**src/rtl/dmem_access_ctrl_if.sv**
```systemverilog
// rtl/dmem_access_ctrl_if.sv - req/ack data-memory port between the MEM-stage controller and memory
interface dmem_access_ctrl_if #(
  parameter int ADDR_W = 32
);
  logic              mem_req;
  logic              mem_we;
  logic [ADDR_W-1:0] mem_addr;
  logic [3:0]        mem_be;
  logic [31:0]       mem_wdata;
  logic              mem_ack;
  logic [31:0]       mem_rdata;

  modport master (
    output mem_req, mem_we, mem_addr, mem_be, mem_wdata,
    input  mem_ack, mem_rdata
  );

  modport slave (
    input  mem_req, mem_we, mem_addr, mem_be, mem_wdata,
    output mem_ack, mem_rdata
  );
endinterface

```
**src/rtl/dmem_access_ctrl.sv**
```systemverilog
// rtl/dmem_access_ctrl.sv - MEM-stage load/store controller with stall, lane steering and ack timeout
// Optional misaligned-access trap: define DMEM_MISALIGN_TRAP_EN.
module dmem_access_ctrl #(
  parameter int ADDR_W  = 32,
  parameter int TIMEOUT = 16
) (
  input  logic              clk,
  input  logic              reset,
  input  logic              MemRead,
  input  logic              MemWrite,
  input  logic [2:0]        funct3,
  input  logic [ADDR_W-1:0] addr,
  input  logic [31:0]       wdata,
  output logic              MemStall,
  output logic [31:0]       load_data,
  output logic              bus_err,
`ifdef DMEM_MISALIGN_TRAP_EN
  output logic              misaligned,
`endif
  dmem_access_ctrl_if.master mem
);

  typedef enum logic [1:0] {IDLE = 2'd0, REQ = 2'd1, DONE = 2'd2} state_t;

  localparam int CNT_W = $clog2(TIMEOUT + 1);

  state_t state, state_nx;

  logic             is_mem;
  logic             is_byte, is_half;
  logic [3:0]       be_in;
  logic [31:0]      wdata_in;
  logic             mis_in;
  logic             timeout_hit;

  logic             store_q;
  logic             byte_q, half_q, uns_q;
  logic [1:0]       off_q;
  logic [CNT_W-1:0] cnt;

  logic [7:0]       sel_byte;
  logic [15:0]      sel_half;
  logic [31:0]      load_ext;

  assign is_mem = MemRead | MemWrite;

  // funct3[1:0] alone gives the width; the undefined codes 011/110/111 all fall into "word"
  assign is_byte = (funct3[1:0] == 2'b00);
  assign is_half = (funct3[1:0] == 2'b01);

  always_comb begin
    be_in    = 4'b1111;
    wdata_in = wdata;
    if (is_byte) begin
      be_in    = 4'b0001 << addr[1:0];
      wdata_in = {4{wdata[7:0]}};
    end else if (is_half) begin
      be_in    = addr[1] ? 4'b1100 : 4'b0011;
      wdata_in = {2{wdata[15:0]}};
    end
  end

`ifdef DMEM_MISALIGN_TRAP_EN
  assign mis_in = (is_half & addr[0]) | (!is_byte & !is_half & (addr[1:0] != 2'b00));
`else
  assign mis_in = 1'b0;
`endif

  assign timeout_hit = (cnt == CNT_W'(TIMEOUT - 1));

  always_ff @(posedge clk) begin
    if (reset) state <= IDLE;
    else       state <= state_nx;
  end

  always_comb begin
    state_nx = state;
    case (state)
      IDLE:    if (is_mem) state_nx = mis_in ? DONE : REQ;
      REQ:     if (mem.mem_ack || timeout_hit) state_nx = DONE;
      DONE:    state_nx = IDLE;
      default: state_nx = IDLE;
    endcase
  end

  always_comb begin
    MemStall    = ((state == IDLE) && is_mem) || (state == REQ);
    mem.mem_req = (state == REQ);
    mem.mem_we  = (state == REQ) && store_q;
  end

  always_comb begin
    case (off_q)
      2'd0:    sel_byte = mem.mem_rdata[7:0];
      2'd1:    sel_byte = mem.mem_rdata[15:8];
      2'd2:    sel_byte = mem.mem_rdata[23:16];
      default: sel_byte = mem.mem_rdata[31:24];
    endcase
    sel_half = off_q[1] ? mem.mem_rdata[31:16] : mem.mem_rdata[15:0];
    if (byte_q)
      load_ext = uns_q ? {24'd0, sel_byte} : {{24{sel_byte[7]}}, sel_byte};
    else if (half_q)
      load_ext = uns_q ? {16'd0, sel_half} : {{16{sel_half[15]}}, sel_half};
    else
      load_ext = mem.mem_rdata;
  end

  always_ff @(posedge clk) begin
    if (reset) begin
      mem.mem_addr  <= '0;
      mem.mem_be    <= 4'b0000;
      mem.mem_wdata <= 32'd0;
      load_data     <= 32'd0;
      bus_err       <= 1'b0;
      cnt           <= '0;
      store_q       <= 1'b0;
      byte_q        <= 1'b0;
      half_q        <= 1'b0;
      uns_q         <= 1'b0;
      off_q         <= 2'b00;
`ifdef DMEM_MISALIGN_TRAP_EN
      misaligned    <= 1'b0;
`endif
    end else begin
      bus_err <= 1'b0;
`ifdef DMEM_MISALIGN_TRAP_EN
      misaligned <= 1'b0;
`endif
      case (state)
        IDLE: begin
          if (is_mem) begin
            store_q       <= MemWrite;
            byte_q        <= is_byte;
            half_q        <= is_half;
            uns_q         <= funct3[2];
            off_q         <= addr[1:0];
            cnt           <= '0;
            mem.mem_addr  <= {addr[ADDR_W-1:2], 2'b00};
            mem.mem_be    <= MemWrite ? be_in : 4'b1111;
            mem.mem_wdata <= MemWrite ? wdata_in : 32'd0;
`ifdef DMEM_MISALIGN_TRAP_EN
            if (mis_in) begin
              misaligned <= 1'b1;
              load_data  <= 32'd0;
            end
`endif
          end
        end
        REQ: begin
          if (mem.mem_ack) begin
            if (!store_q) load_data <= load_ext;
          end else if (timeout_hit) begin
            bus_err   <= 1'b1;
            load_data <= 32'd0;
          end else begin
            cnt <= cnt + CNT_W'(1);
          end
        end
        default: ;
      endcase
    end
  end

endmodule

```
**src/flat_wrapper.sv**
```systemverilog
// flat-port wrapper written by rule: the top's interface ports become plain ports
module dmem_access_ctrl_flat 
#(
  parameter int ADDR_W  = 32,
  parameter int TIMEOUT = 16
)
  (clk, reset, MemRead, MemWrite, funct3, addr, wdata, MemStall, load_data, bus_err, mem_mem_req, mem_mem_we, mem_mem_addr, mem_mem_be, mem_mem_wdata, mem_mem_ack, mem_mem_rdata);
  dmem_access_ctrl_if #(.ADDR_W(ADDR_W)) mem_i ();
  input  logic clk;
  input  logic reset;
  input  logic MemRead;
  input  logic MemWrite;
  input  logic [2:0] funct3;
  input  logic [ADDR_W-1:0] addr;
  input  logic [31:0] wdata;
  output logic MemStall;
  output logic [31:0] load_data;
  output logic bus_err;
  output wire logic [$bits(mem_i.mem_req)-1:0] mem_mem_req;
  output wire logic [$bits(mem_i.mem_we)-1:0] mem_mem_we;
  output wire logic [$bits(mem_i.mem_addr)-1:0] mem_mem_addr;
  output wire logic [$bits(mem_i.mem_be)-1:0] mem_mem_be;
  output wire logic [$bits(mem_i.mem_wdata)-1:0] mem_mem_wdata;
  input wire logic [$bits(mem_i.mem_ack)-1:0] mem_mem_ack;
  input wire logic [$bits(mem_i.mem_rdata)-1:0] mem_mem_rdata;
  assign mem_mem_req = mem_i.mem_req;
  assign mem_mem_we = mem_i.mem_we;
  assign mem_mem_addr = mem_i.mem_addr;
  assign mem_mem_be = mem_i.mem_be;
  assign mem_mem_wdata = mem_i.mem_wdata;
  assign mem_i.mem_ack = mem_mem_ack;
  assign mem_i.mem_rdata = mem_mem_rdata;
  dmem_access_ctrl #(.ADDR_W(ADDR_W), .TIMEOUT(TIMEOUT)) u_core (.clk(clk), .reset(reset), .MemRead(MemRead), .MemWrite(MemWrite), .funct3(funct3), .addr(addr), .wdata(wdata), .MemStall(MemStall), .load_data(load_data), .bus_err(bus_err), .mem(mem_i));
endmodule
```
**config.mk**
```make
export PLATFORM = sky130hd
export DESIGN_NAME = dmem_access_ctrl_flat
export DESIGN_NICKNAME = d
export VERILOG_FILES = /design/src/rtl/dmem_access_ctrl_if.sv /design/src/rtl/dmem_access_ctrl.sv /design/src/flat_wrapper.sv
export SDC_FILE = /design/constraint.sdc
export NUM_CORES = 1
export LEC_CHECK = 0
export ABC_AREA = 1
export CORE_MARGIN = 4
export CORE_UTILIZATION = 55
export DETAILED_ROUTE_END_ITERATION = 10
export DONT_BUFFER_PORTS = 1
export GPL_ROUTABILITY_DRIVEN = 1
export PLACE_DENSITY = 0.67
export SETUP_SLACK_MARGIN = 0.2
export SLEW_MARGIN = 30
export SYNTH_ARGS = -nofsm -noshare
export SYNTH_HDL_FRONTEND = slang
export SYNTH_SLANG_ARGS = --single-unit
export TNS_END_PERCENT = 50
```
**constraint.sdc**
```tcl
create_clock -name clk -period 2.13 [get_ports clk]
set_clock_uncertainty 0.1 [all_clocks]
set_input_delay 0.426 -clock clk [delete_from_list [all_inputs] [get_ports clk]]
set_output_delay 0.426 -clock clk [all_outputs]
set_load 0.01 [all_outputs]
```
==> impl_metrics.csv <==
group,metric,value,unit
run_status,status,"complete, no violations",
clock_network,root_buffer,"clkbuf_8",
worst_hold_path,min_from,"reset",
timing,setup_viol,0,
yosys,syn_inst,737,
final_layout,antenna_cells,0,
clock_network,clk_pin_slew,0.11,ns
floorplan,coreArea,0.00924,mm²
final_layout,utilization,58.5,%
power,power,4.43,mW
timing,hold_violations,0,
yosys,yosys_warnings,0,
clock_network,clk_path_buf_depth,2,
placement,io_buffers,0,
final_layout,area.growth.synth_to_final,3.05,%
routing,dr_wl_met2,7.13,mm
critical_path,critPathMaxFanout,24,
routing,dr.pass1.iters,6,
routing,wl_met1,5.56,mm
yosys,synth_area_leaders,"dfxtp_1 43%, a21oi_1 9.4%, nand2_1 8.7%, o21ai_0 7.5%, nand3_1 6.9%",
routing,postRouteAntennaNets,0,
placement,hpwl,10.3,mm
timing,finalCritPeriodShare,85.0,%
power,vdd_ir_drop_max,431,µV
floorplan,fp.dieH,106,µm
routing,top_layer,"met4",
floorplan,rows,35,
clock_network,cts_buffers,9,
floorplan,die_area,0.0112,mm²
global_route,grt_overflow,0,
routing,drt_iter0_drc,308,
placement,dpl.cell_count,825,
final_layout,fin_cells,844,
critical_path,reg2reg_depth,7,
critical_path,r2r-end,"u_core.load_data[17]",
clock_network,cts_tree,"done",
clock_network,htreeDepth,3,
critical_path,path_class,"reg2reg",
yosys,ys_seq_elements,112,
placement,pre_cts_ws,0.322,ns
routing,post_drt_wl_per_cell,17.2,µm
timing,fin_ws,0.320,ns
worst_hold_path,holdPathStages,1,
floorplan,die_w,106,µm
final_layout,drive_gt1_share,7.69,%
routing,vias,4820,
timing,max_freq,0.553,GHz
flow_run,maxCapViolCount,0,
critical_path,r2r_slack,0.32,ns
timing,period_needed,1.81,ns
timing,slew_violations,0,
timing,worst_pin_slew,0.786,ns
clock_network,clock-sinks,112,
global_route,grt_max_degree,44,
clock_network,post_cts_buffers,0,
critical_path,timing.rr.start,"u_core.off_q[1]",
global_route,track_usage,25.5,%
critical_path,worstSetupStartpointType,"register",
critical_path,cp-end-kind,"register",
final_layout,fin_area,0.00540,mm²
yosys,synth_top_area_share,42.8,%
timing,rsz0062_at_grt,"yes",
critical_path,required,2.26,ns
global_route,grt_pass1_vias,4641,
global_route,antenna_found_initial,0,
critical_path,worst-endpoint-arrival,1.94,ns
yosys,syn_area_per_cell,7.11,µm²
timing,tns,0,ns
routing,vias_per_cell,5.71,
worst_hold_path,holdPathEnd,"u_core.load_data[26]",
routing,wl_met3,1.56,mm
yosys,ys_seq_area_share,42.8,%
global_route,grt_pass1_wl,23.2,mm
routing,drc,0,
placement,gp_congestion,0.910,
clock_network,clkLatencyLatePin,0.37,ns
yosys,yosysUniqueCellTypes,32,
power,p_leak,2.22,nW
yosys,syn_area,0.00524,mm²
floorplan,initial_utilization,56.7,%
routing,routed_wl,14.5,mm
placement,post_dp_cell_area,0.00517,mm²
final_layout,num-nets-final,816,
timing,relSlewSlack,47.6,%
timing,hold_slack,0.0188,ns
worst_hold_path,hp-class,"in2reg",
power,power_density,821,mW/mm²
floorplan,num_io_pins,208,
yosys,yosysTopAreaCell,"dfxtp_1",
[cell usage in the layout, fill, tap and decap left out, drive strengths merged]
master / synthesis / layout
nand2: 127 / 127
nor2: 90 / 90
and3: 1 / 1
nand3: 75 / 75
a31oi: 4 / 4
inv: 51 / 56
conb: 1 / 2
clkinv: 0 / 1
clkinvlp: 0 / 1
dlygate4sd3: 0 / 3
or2: 2 / 2
nor3: 4 / 4
a211oi: 1 / 1
nand4: 7 / 7
a21oi: 100 / 100
clkbuf: 17 / 9
o21a: 1 / 1
ha: 2 / 2
o21ai: 104 / 104
dfxtp: 112 / 112
buf: 37 / 12
nor3b: 1 / 1
[sequential cells by signal, summed over array words and instances (netlist names)]
name and count:
u_core.store_q 1, u_core.mem.mem_wdata 32, u_core.off_q 2, u_core.cnt 5, u_core.half_q 1, u_core.state 2, u_core.load_data 32, u_core.bus_err 1
u_core.mem.mem_be 4, u_core.uns_q 1, u_core.mem.mem_addr 30, u_core.byte_q 1
[cell usage after synthesis, drive strengths merged]
library cell,count
nor2,90
a31oi,4
o21ai,104
or2,2
o21a,1
a211oi,1
buf,37
nand3,75
nor3,4
conb,1
and3,1
dfxtp,112
inv,51
clkbuf,17
ha,2
nand2,127
a21oi,100
nand4,7
nor3b,1
[final cells by class]
| type | instances | area (µm²) |
|---|---|---|
| clock buffer | 9 | 124 |
| clock inverter | 7 | 70.1 |
| fill | 927 | 3840 |
| inverter | 51 | 194 |
| multi-input combinational | 521 | 2490 |
| sequential | 112 | 2240 |
| tap | 129 | 161 |
| timing repair buffer | 15 | 120 |
[cell families after synthesis]
kind of cell / Yosys count / share of synthesized area [%]
buffers and inverters: 105 / 10.0
AND/OR/NAND/NOR: 307 / 25.7
flip-flops: 112 / 42.8
other: 1 / 0.0715
AO/OA/AOI/OAI: 210 / 21.0
adder cells (fa/ha/maj): 2 / 0.477
[critical path, cell delays in order, from the launching register on]
cell,delay (ns)
dfxtp_1,0.67
inv_2,0.21
nand3_1,0.14
nand3_2,0.10
nand3_2,0.09
nand2_4,0.17
nand2_1,0.14
a21oi_1,0.06
[where the power goes]
group          total, mW  internal, mW  switching [mW]
sequential          2.45          2.26           0.194
combinational      0.714         0.233           0.480
clock               1.27         0.462           0.808
total               4.43          2.95            1.48
[worst max path at each step]
stage,slack (ns),from,end
floorplan,0.44,MemWrite,MemStall
global placement,0.39,u_core.cnt[0],u_core.cnt[4]
detailed placement,0.32,u_core.cnt[0],u_core.cnt[4]
CTS,0.29,u_core.cnt[0],u_core.cnt[4]
global route,0.19,u_core.cnt[0],u_core.cnt[4]
finish,0.32,u_core.off_q[1],u_core.load_data[17]
[layer usage]
layer | track usage (%) | vias up
met5 | 0 | -
met4 | 7.96 | 0
met3 | 9.37 | 29
met2 | 43.5 | 218
met1 | 29.8 | 2191
li1 | - | 2382
[timing repair]
item / CTS / global route
hold buffers: 2 / 1
hold endpoints to repair: 16 / 14
resized for setup: 0 / 3
endpoints found under the setup margin: 0 / 3
Note: power is estimated with default switching activity, not from simulation.
